**src/rtl/seq_magnitude_comparator_pkg.sv**
```systemverilog
// seq_magnitude_comparator_pkg: shared state enum, result encoding and digit-count helper.
// The package is named cmp_pkg. It holds:
//   state_t                  IDLE / SCAN / DONE
//   RES_EQ / RES_GT / RES_LT one-hot {eq,gt,lt} result codes
//   calc_ndig(width, digit)  returns width/digit, or 0 when width is not a multiple of digit
package cmp_pkg;
   typedef enum logic [1:0] {IDLE, SCAN, DONE} state_t;
   localparam logic [2:0] RES_NONE = 3'b000;
   localparam logic [2:0] RES_EQ   = 3'b100;
   localparam logic [2:0] RES_GT   = 3'b010;
   localparam logic [2:0] RES_LT   = 3'b001;
   function automatic int calc_ndig(input int width, input int digit);
      return (digit > 0 && width % digit == 0) ? width / digit : 0;
   endfunction
endpackage

```
**src/rtl/seq_magnitude_comparator_if.sv**
```systemverilog
// seq_magnitude_comparator_if: start/done compare bus.
// Signals:
//   start, a, b, signed_mode   request side (master drives these)
//   busy, done, eq, gt, lt     status/result side (slave drives these)
// Modports: master (requester), slave (comparator).
interface seq_magnitude_comparator_if #(parameter int WIDTH = 32);
   logic             start;
   logic [WIDTH-1:0] a;
   logic [WIDTH-1:0] b;
   logic             signed_mode;
   logic             busy;
   logic             done;
   logic             eq;
   logic             gt;
   logic             lt;
   modport master (output start, a, b, signed_mode, input busy, done, eq, gt, lt);
   modport slave  (input start, a, b, signed_mode, output busy, done, eq, gt, lt);
endinterface

```
**src/rtl/seq_magnitude_comparator_digit_compare.sv**
```systemverilog
// digit_compare: combinational unsigned compare of one DIGIT-bit slice.
// Ports:
//   i_a, i_b       DIGIT-bit slices
//   i_msb_invert   flip both slice MSBs first (offset-binary for a signed top slice)
//   o_eq/o_gt/o_lt compare result
module digit_compare #(
   parameter int DIGIT = 4
) (
   input  logic [DIGIT-1:0] i_a,
   input  logic [DIGIT-1:0] i_b,
   input  logic             i_msb_invert,
   output logic             o_eq,
   output logic             o_gt,
   output logic             o_lt
);
   logic [DIGIT-1:0] w_inv;
   logic [DIGIT-1:0] w_a;
   logic [DIGIT-1:0] w_b;
   assign w_inv = DIGIT'(i_msb_invert) << (DIGIT - 1);
   assign w_a   = i_a ^ w_inv;
   assign w_b   = i_b ^ w_inv;
   assign o_eq  = w_a == w_b;
   assign o_gt  = w_a > w_b;
   assign o_lt  = w_a < w_b;
endmodule

```
**src/rtl/seq_magnitude_comparator.sv**
```systemverilog
// seq_magnitude_comparator: multi-cycle MSB-first magnitude comparator, DIGIT bits per clock.
// Ports:
//   clk    rising-edge clock
//   rst_n  asynchronous active-low reset
//   bus    seq_magnitude_comparator_if.slave (start/a/b/signed_mode in; busy/done/eq/gt/lt out)
// Parameters: WIDTH (multiple of DIGIT), DIGIT (bits per scan cycle).
// Macro SEQ_CMP_EARLY_EXIT_EN: when defined, leave SCAN on the first differing slice.
module seq_magnitude_comparator
   import cmp_pkg::*;
#(
   parameter int WIDTH = 32,
   parameter int DIGIT = 4
) (
   input logic                      clk,
   input logic                      rst_n,
   seq_magnitude_comparator_if.slave bus
);
   localparam int NDIG = calc_ndig(WIDTH, DIGIT);
   localparam int IW   = NDIG > 1 ? $clog2(NDIG) : 1;
   localparam logic [IW-1:0] LAST = IW'(NDIG - 1);
   state_t           r_state;
   logic [WIDTH-1:0] r_a;
   logic [WIDTH-1:0] r_b;
   logic             r_sm;
   logic [IW-1:0]    r_idx;
   logic             r_dec;
   logic             r_dgt;
   logic             r_busy;
   logic             r_done;
   logic [2:0]       r_res;
   logic             w_eq;
   logic             w_gt;
   logic             w_lt;
   logic             w_hit;
   logic             w_dec;
   logic             w_dgt;
   logic             w_end;
   digit_compare #(.DIGIT(DIGIT)) u_dc (
      .i_a         (r_a[r_idx*DIGIT +: DIGIT]),
      .i_b         (r_b[r_idx*DIGIT +: DIGIT]),
      .i_msb_invert(r_sm && r_idx == LAST),
      .o_eq        (w_eq),
      .o_gt        (w_gt),
      .o_lt        (w_lt)
   );
   // First differing slice from the MSB end decides; later slices are ignored.
   assign w_hit = !r_dec && !w_eq;
   assign w_dec = r_dec || w_hit;
   assign w_dgt = w_hit ? w_gt : r_dgt;
`ifdef SEQ_CMP_EARLY_EXIT_EN
   assign w_end = r_idx == '0 || w_hit;
`else
   assign w_end = r_idx == '0;
`endif
   always_ff @(posedge clk or negedge rst_n) begin
      if (!rst_n) begin
         r_state <= IDLE;
         r_a     <= '0;
         r_b     <= '0;
         r_sm    <= 1'b0;
         r_idx   <= '0;
         r_dec   <= 1'b0;
         r_dgt   <= 1'b0;
         r_busy  <= 1'b0;
         r_done  <= 1'b0;
         r_res   <= RES_NONE;
      end else if (r_state == SCAN) begin
         if (w_end) begin
            r_state <= DONE;
            r_busy  <= 1'b0;
            r_done  <= 1'b1;
            r_res   <= !w_dec ? RES_EQ : w_dgt ? RES_GT : RES_LT;
         end else begin
            r_idx <= r_idx - 1'b1;
            r_dec <= w_dec;
            r_dgt <= w_dgt;
         end
      end else begin
         r_done <= 1'b0;
         if (bus.start) begin
            r_state <= SCAN;
            r_a     <= bus.a;
            r_b     <= bus.b;
            r_sm    <= bus.signed_mode;
            r_idx   <= LAST;
            r_dec   <= 1'b0;
            r_dgt   <= 1'b0;
            r_busy  <= 1'b1;
         end else begin
            r_state <= IDLE;
         end
      end
   end
   assign bus.busy = r_busy;
   assign bus.done = r_done;
   assign {bus.eq, bus.gt, bus.lt} = r_res;
   logic w_unused;
   assign w_unused = w_lt;
endmodule

```
**src/flat_wrapper.sv**
```systemverilog
// flat-port wrapper written by rule: the top's interface ports become plain ports
module seq_magnitude_comparator_flat import cmp_pkg::*;
#(
   parameter int WIDTH = 32,
   parameter int DIGIT = 4
)
  (clk, rst_n, bus_start, bus_a, bus_b, bus_signed_mode, bus_busy, bus_done, bus_eq, bus_gt, bus_lt);
  seq_magnitude_comparator_if #(.WIDTH(WIDTH)) bus_i ();
  input logic clk;
  input logic rst_n;
  input wire logic [$bits(bus_i.start)-1:0] bus_start;
  input wire logic [$bits(bus_i.a)-1:0] bus_a;
  input wire logic [$bits(bus_i.b)-1:0] bus_b;
  input wire logic [$bits(bus_i.signed_mode)-1:0] bus_signed_mode;
  output wire logic [$bits(bus_i.busy)-1:0] bus_busy;
  output wire logic [$bits(bus_i.done)-1:0] bus_done;
  output wire logic [$bits(bus_i.eq)-1:0] bus_eq;
  output wire logic [$bits(bus_i.gt)-1:0] bus_gt;
  output wire logic [$bits(bus_i.lt)-1:0] bus_lt;
  assign bus_i.start = bus_start;
  assign bus_i.a = bus_a;
  assign bus_i.b = bus_b;
  assign bus_i.signed_mode = bus_signed_mode;
  assign bus_busy = bus_i.busy;
  assign bus_done = bus_i.done;
  assign bus_eq = bus_i.eq;
  assign bus_gt = bus_i.gt;
  assign bus_lt = bus_i.lt;
  seq_magnitude_comparator #(.WIDTH(WIDTH), .DIGIT(DIGIT)) u_core (.clk(clk), .rst_n(rst_n), .bus(bus_i));
endmodule
```
**config.mk**
```make
export PLATFORM = sky130hd
export DESIGN_NAME = seq_magnitude_comparator_flat
export DESIGN_NICKNAME = d
export VERILOG_FILES = /design/src/rtl/seq_magnitude_comparator_pkg.sv /design/src/rtl/seq_magnitude_comparator_if.sv /design/src/rtl/seq_magnitude_comparator_digit_compare.sv /design/src/rtl/seq_magnitude_comparator.sv /design/src/flat_wrapper.sv
export SDC_FILE = /design/constraint.sdc
export NUM_CORES = 1
export LEC_CHECK = 0
export ABC_AREA = 0
export CORE_UTILIZATION = 40
export DETAILED_ROUTE_END_ITERATION = 10
export DONT_BUFFER_PORTS = 1
export PLACE_DENSITY = 0.63
export REMOVE_ABC_BUFFERS = 1
export SLEW_MARGIN = 20
export SYNTH_ARGS = -nofsm -noshare
export SYNTH_HDL_FRONTEND = slang
export SYNTH_SLANG_ARGS = --single-unit
```
**constraint.sdc**
```tcl
create_clock -name clk -period 2.45 [get_ports clk]
set_input_delay 0.49 -clock clk [delete_from_list [all_inputs] [get_ports clk]]
set_output_delay 0.49 -clock clk [all_outputs]
set_load 0.02 [all_outputs]
```
Yosys cells after proc, flatten, opt, wreduce, memory -nomap -nowiden
Cells that the tools add are included.
{"block": "word_totals", "ff_bits": 77, "input_bits": 68, "output_inout_bits": 5, "wordCells": 52}
{"block": "classes", "add_sub_neg": 1, "order_cmp": 1, "n_eq_ne": 5, "shift": 2, "mux": 19, "n_bitwise": 3, "reduce_logical": 11}
{"op": "indexed part select 32 x 6 -> 4 bit", "count": 2}
{"op": "2-to-1 mux 1 bit", "count": 12}
{"op": "2-to-1 mux 3 bit", "count": 4}
{"op": "AND reduction 2 bit", "count": 4}
{"op": "bitwise XOR 4 bit", "count": 2}
{"op": "2-to-1 mux 2 bit", "count": 3}
{"op": "equality test 4 bit", "count": 1}
{"op": "> comparator 4 bit", "count": 1}
{"op": "equality test 3 bit, second input constant", "count": 1}
{"op": "zero test 3 bit", "count": 1}
{"op": "subtractor 3 x 1 -> 3 bit, second input constant", "count": 1}
{"op": "equality test 2 x 1 -> 1 bit, second input constant", "count": 1}
{"op": "logical AND 1 bit", "count": 2}
{"op": "zero test 1 bit", "count": 2}
{"op": "!= test 2 x 1 -> 1 bit, second input constant", "count": 1}
{"op": "!= test 2 bit, second input constant", "count": 1}
{"op": "nonzero test 2 bit", "count": 1}
{"op": "logical OR 1 bit", "count": 1}
{"op": "NOT 1 bit", "count": 1}

Depth between registers and ports, before layout
{"block": "depth", "word_depth": 9, "mapped_depth": 10}

By module
Synthesis repeated with hierarchy kept, for this count alone.
{"block": "hier_totals", "hier_cells": 249, "hier_area_um2": 3619.7}
{"mod": "seq_magnitude_comparator", "n_inst": 1, "cells_per_inst": 232, "area_each_um2": 3477.1, "seq_area_each_um2": 1901.8}
{"mod": "digit_compare", "n_inst": 1, "cells_per_inst": 17, "area_each_um2": 142.6, "seq_area_each_um2": 0.0}

Worst setup path before layout
OpenSTA, ideal clock, no wires.
{"block": "synth_path", "kind": "reg-to-reg", "startpoint": "register u_core.r_idx[0]", "endpoint": "register u_core.r_res[1]", "arrival_ns": 2.233, "required_time_ns": 2.329, "setup_slack_ns": 0.096, "path_stages_with_launch": 9, "path_buffers": 1, "period_less_slack_ns": 2.354, "cell_sequence": "dfrtp_1 -> buf_6 -> mux4_1 -> mux2_2 -> ha_1 -> nor2b_1 -> o211ai_1 -> a41oi_1 -> a22o_1"}
{"block": "synth_via", "elab_chain_len": 9}
{"element": "start, declared", "line_no": "seq_magnitude_comparator.sv:25", "text": "logic [IW-1:0] r_idx;"}
{"element": "start signal, assigned", "line_no": "seq_magnitude_comparator.sv:74", "text": "r_idx <= r_idx - 1'b1;"}
{"element": "parallel branches: the longest is 9 deep, another holds > comparator 4 bit"}
{"element": "end signal, assigned", "line_no": "seq_magnitude_comparator.sv:72", "text": "r_res <= !w_dec ? RES_EQ : w_dgt ? RES_GT : RES_LT;"}
{"element": "end, declared", "line_no": "seq_magnitude_comparator.sv:30", "text": "logic [2:0] r_res;"}
Parallel ways; which one is timed is not known.
A chain may end at the register's enable or synchronous reset.

Final worst setup path
Ends and elaborated chain as after synthesis.

==> impl_metrics.tcl <==
set metrics [dict create \
    synth.avg_cell_area_um2 9.575 \
    clk_latency_ns 0.34 \
    syn_area_um2 3505 \
    path_clk_slew_ns 0.07 \
    htree_levels 3 \
    fin_crit_ns 2.451 \
    numClockSinks 76 \
    start_util_pct 42.02 \
    synth-seq-area-share_pct 54.27 \
    fmax_mhz 407.9 \
    path_max_fanout 7 \
    multiInputGateArea_um2 1556 \
    postPlaceCellArea_um2 3636 \
    cts-buffers-inserted 9 \
    grt_antenna_before_repair 0 \
    power_density_nw_per_um2 1428 \
    rows 33 \
    ys_types 27 \
    crit_type "flip-flop to flip-flop" \
    crit_arrival_ns 2.69 \
    viasPerCell 4.923 \
    yosysTopAreaCell "dfrtp_1" \
    slew_viol_final 0 \
    cts_tree "yes" \
    synth_common_cells "nand2_1 (204), dfrtp_1 (76), mux4_2 (11)" \
    ant_nets 0 \
    portBuffers 0 \
    routedWlPerCell_um 15.08 \
    maxCapViolations 0 \
    drive_gt1_share_pct 15.73 \
    n_fill_cell 785 \
    grt_use_total_pct 17.39 \
    seq_area_um2 1902 \
    first_iter_violations 143 \
    status "complete, but fails checks" \
    reg2reg_depth 9 \
    fin_nets 446 \
    design_area_um2 3926 \
    r2r-start "u_core.r_idx[0]" \
    fin_tns_setup_ns -0.001327 \
    clock_skew_ns 0.008659 \
    synthFlopType "dfrtp_1" \
    max_slew_margin_pct 58.03 \
    violations "negative setup slack" \
    die-area_um2 9140 \
    worst_slack_ns -0.001327 \
    areaGrowthSynthToFinish_pct 12.03 \
    clockBufferDepth 2 \
    place_hpwl_um 5052 \
    ir_drop_uv 392.6 \
    grt_pass1_wl_um 11850 \
    diodes 0 \
    power_mw 5.605 \
    rsz0062_at_grt "true" \
    yosys_warnings 0 \
    hold_class "input port to async pin" \
    synth-seq-cells 76 \
    r2r-end "u_core.r_res[1]" \
    fin_crit_sh_pct 100.1 \
    post-route-util_pct 47.07 \
    vias 2363 \
    synth_edf_count 0 \
    cts_root_buffer "clkbuf_8" \
    finalSetupViolations 1 \
    worst-slew-pin-transition_ns 0.6273 \
    ios 73 \
    drt_pass1_iterations 4 \
    place_congestion 0.7484 \
    drc_errors 0 \
    synth_top_area_share_pct 54.27 \
    synth.most_common_cell "nand2_1" \
    dieHeight_um 95.61 \
    synth_cells 366 \
    worstPathRequired_ns 2.69 \
    fp.dieW_um 95.61 \
    ys_top_cells_by_area "dfrtp_1 (54%), nand2_1 (22%), mux4_2 (7.1%)" \
    grt_max_degree 77 \
    grt.overflow.total 0 \
    hold_viol 0 \
    synthArstFlopShare_pct 100.0 \
    core-area_um2 8341 \
    reg2reg_slack_ns -0.001 \
    leakage_nw 1.984 \
    critPathCaptureType "flip-flop" \
    drt_wl_total_um 7238 \
    grt_pass1_vias 2476 \
    critPathLaunchType "flip-flop" \
]
sequential cells by signal (all words and copies together), names as in the netlist:
register / count
u_core.r_dec: 1
u_core.r_res: 3
u_core.r_dgt: 1
u_core.r_sm: 1
u_core.r_b: 32
u_core.r_a: 32
u_core.r_state: 2
u_core.r_idx: 3
u_core.bus.busy: 1
critical path: stages, from the launching register on:
cell     delay (ns)
dfrtp_1        0.38
buf_6          0.15
mux4_2         0.54
xor2_2         0.19
a21oi_2        0.09
ha_4           0.28
nand4_1        0.18
a21oi_2        0.23
a41oi_2        0.07
a22o_1         0.23
metrics by stage:
step	worst slack, ns	hold WS, ns	std cells
global placement	0.04769	0.1959	462
CTS	0.01250	0.03229	480
floorplan	-0.3484	0.1944	346
finish	-0.001327	0.02245	480
global route	-0.1149	0.03610	480
detailed placement	-0.01781	0.1961	462
power by group:
group	internal, mW	total (mW)	switching, mW
registers	1.84	2.23	0.386
clock network	0.415	0.840	0.424
logic	1.27	2.54	1.27
total	3.52	5.60	2.08
cells in the final DEF, fill, tap and decap left out, drive strengths merged, types with 5 or more instances in the layout:
cell	n
nand2	204
dfrtp	76
mux4	16
buf	14
clkbuf	13
nor2	8
ha	7
inv	5
a21oi	5
layer usage:
layer	routed length [um]	global-route usage, %	vias up
li1	-	-	1177
met3	466	7.018	9
met1	3395	22.99	1116
met5	0	0	-
met2	3302	26.31	61
met4	74	5.100	0
kinds of logic after synthesis:
group / after synthesis / synth area share (%)
buf+inv: 25 / 3.356
mux: 22 / 12.64
xor+xnor: 3 / 0.7499
simple gates: 221 / 24.24
fa+ha+maj: 7 / 2.499
flops: 76 / 54.27
compound gates: 12 / 2.249
area by class of cell:
type / instances / share of cell area [%]
inverter: 5 / 0.4780
timing repair buffer: 14 / 3.792
sequential: 76 / 48.44
clock inverter: 2 / 0.2549
tap: 105 / 3.346
clock buffer: 13 / 4.047
multi-input combinational: 265 / 39.64
timing repair:
action	in CTS	in global routing
pin swaps	4	4
buffers inserted	2	0
setup endpoints to repair	3	4
gates cloned	0	0
hold buffers	1	0
endpoints found under the hold margin	76	0
gates resized for setup	6	15
worst max path at each step:
| stage | from | endpoint | cells past startpoint |
|---|---|---|---|
| finish | u_core.r_idx[0] | u_core.r_res[1] | 9 |
| global placement | u_core.r_idx[0] | u_core.r_res[0] | 8 |
| global route | u_core.r_idx[0] | u_core.r_res[1] | 9 |
| floorplan | u_core.r_idx[0] | u_core.r_res[1] | 7 |
| CTS | u_core.r_idx[0] | u_core.r_res[1] | 8 |
| detailed placement | u_core.r_idx[0] | u_core.r_res[0] | 8 |
No activity file was read; power rests on OpenSTA's default activity.
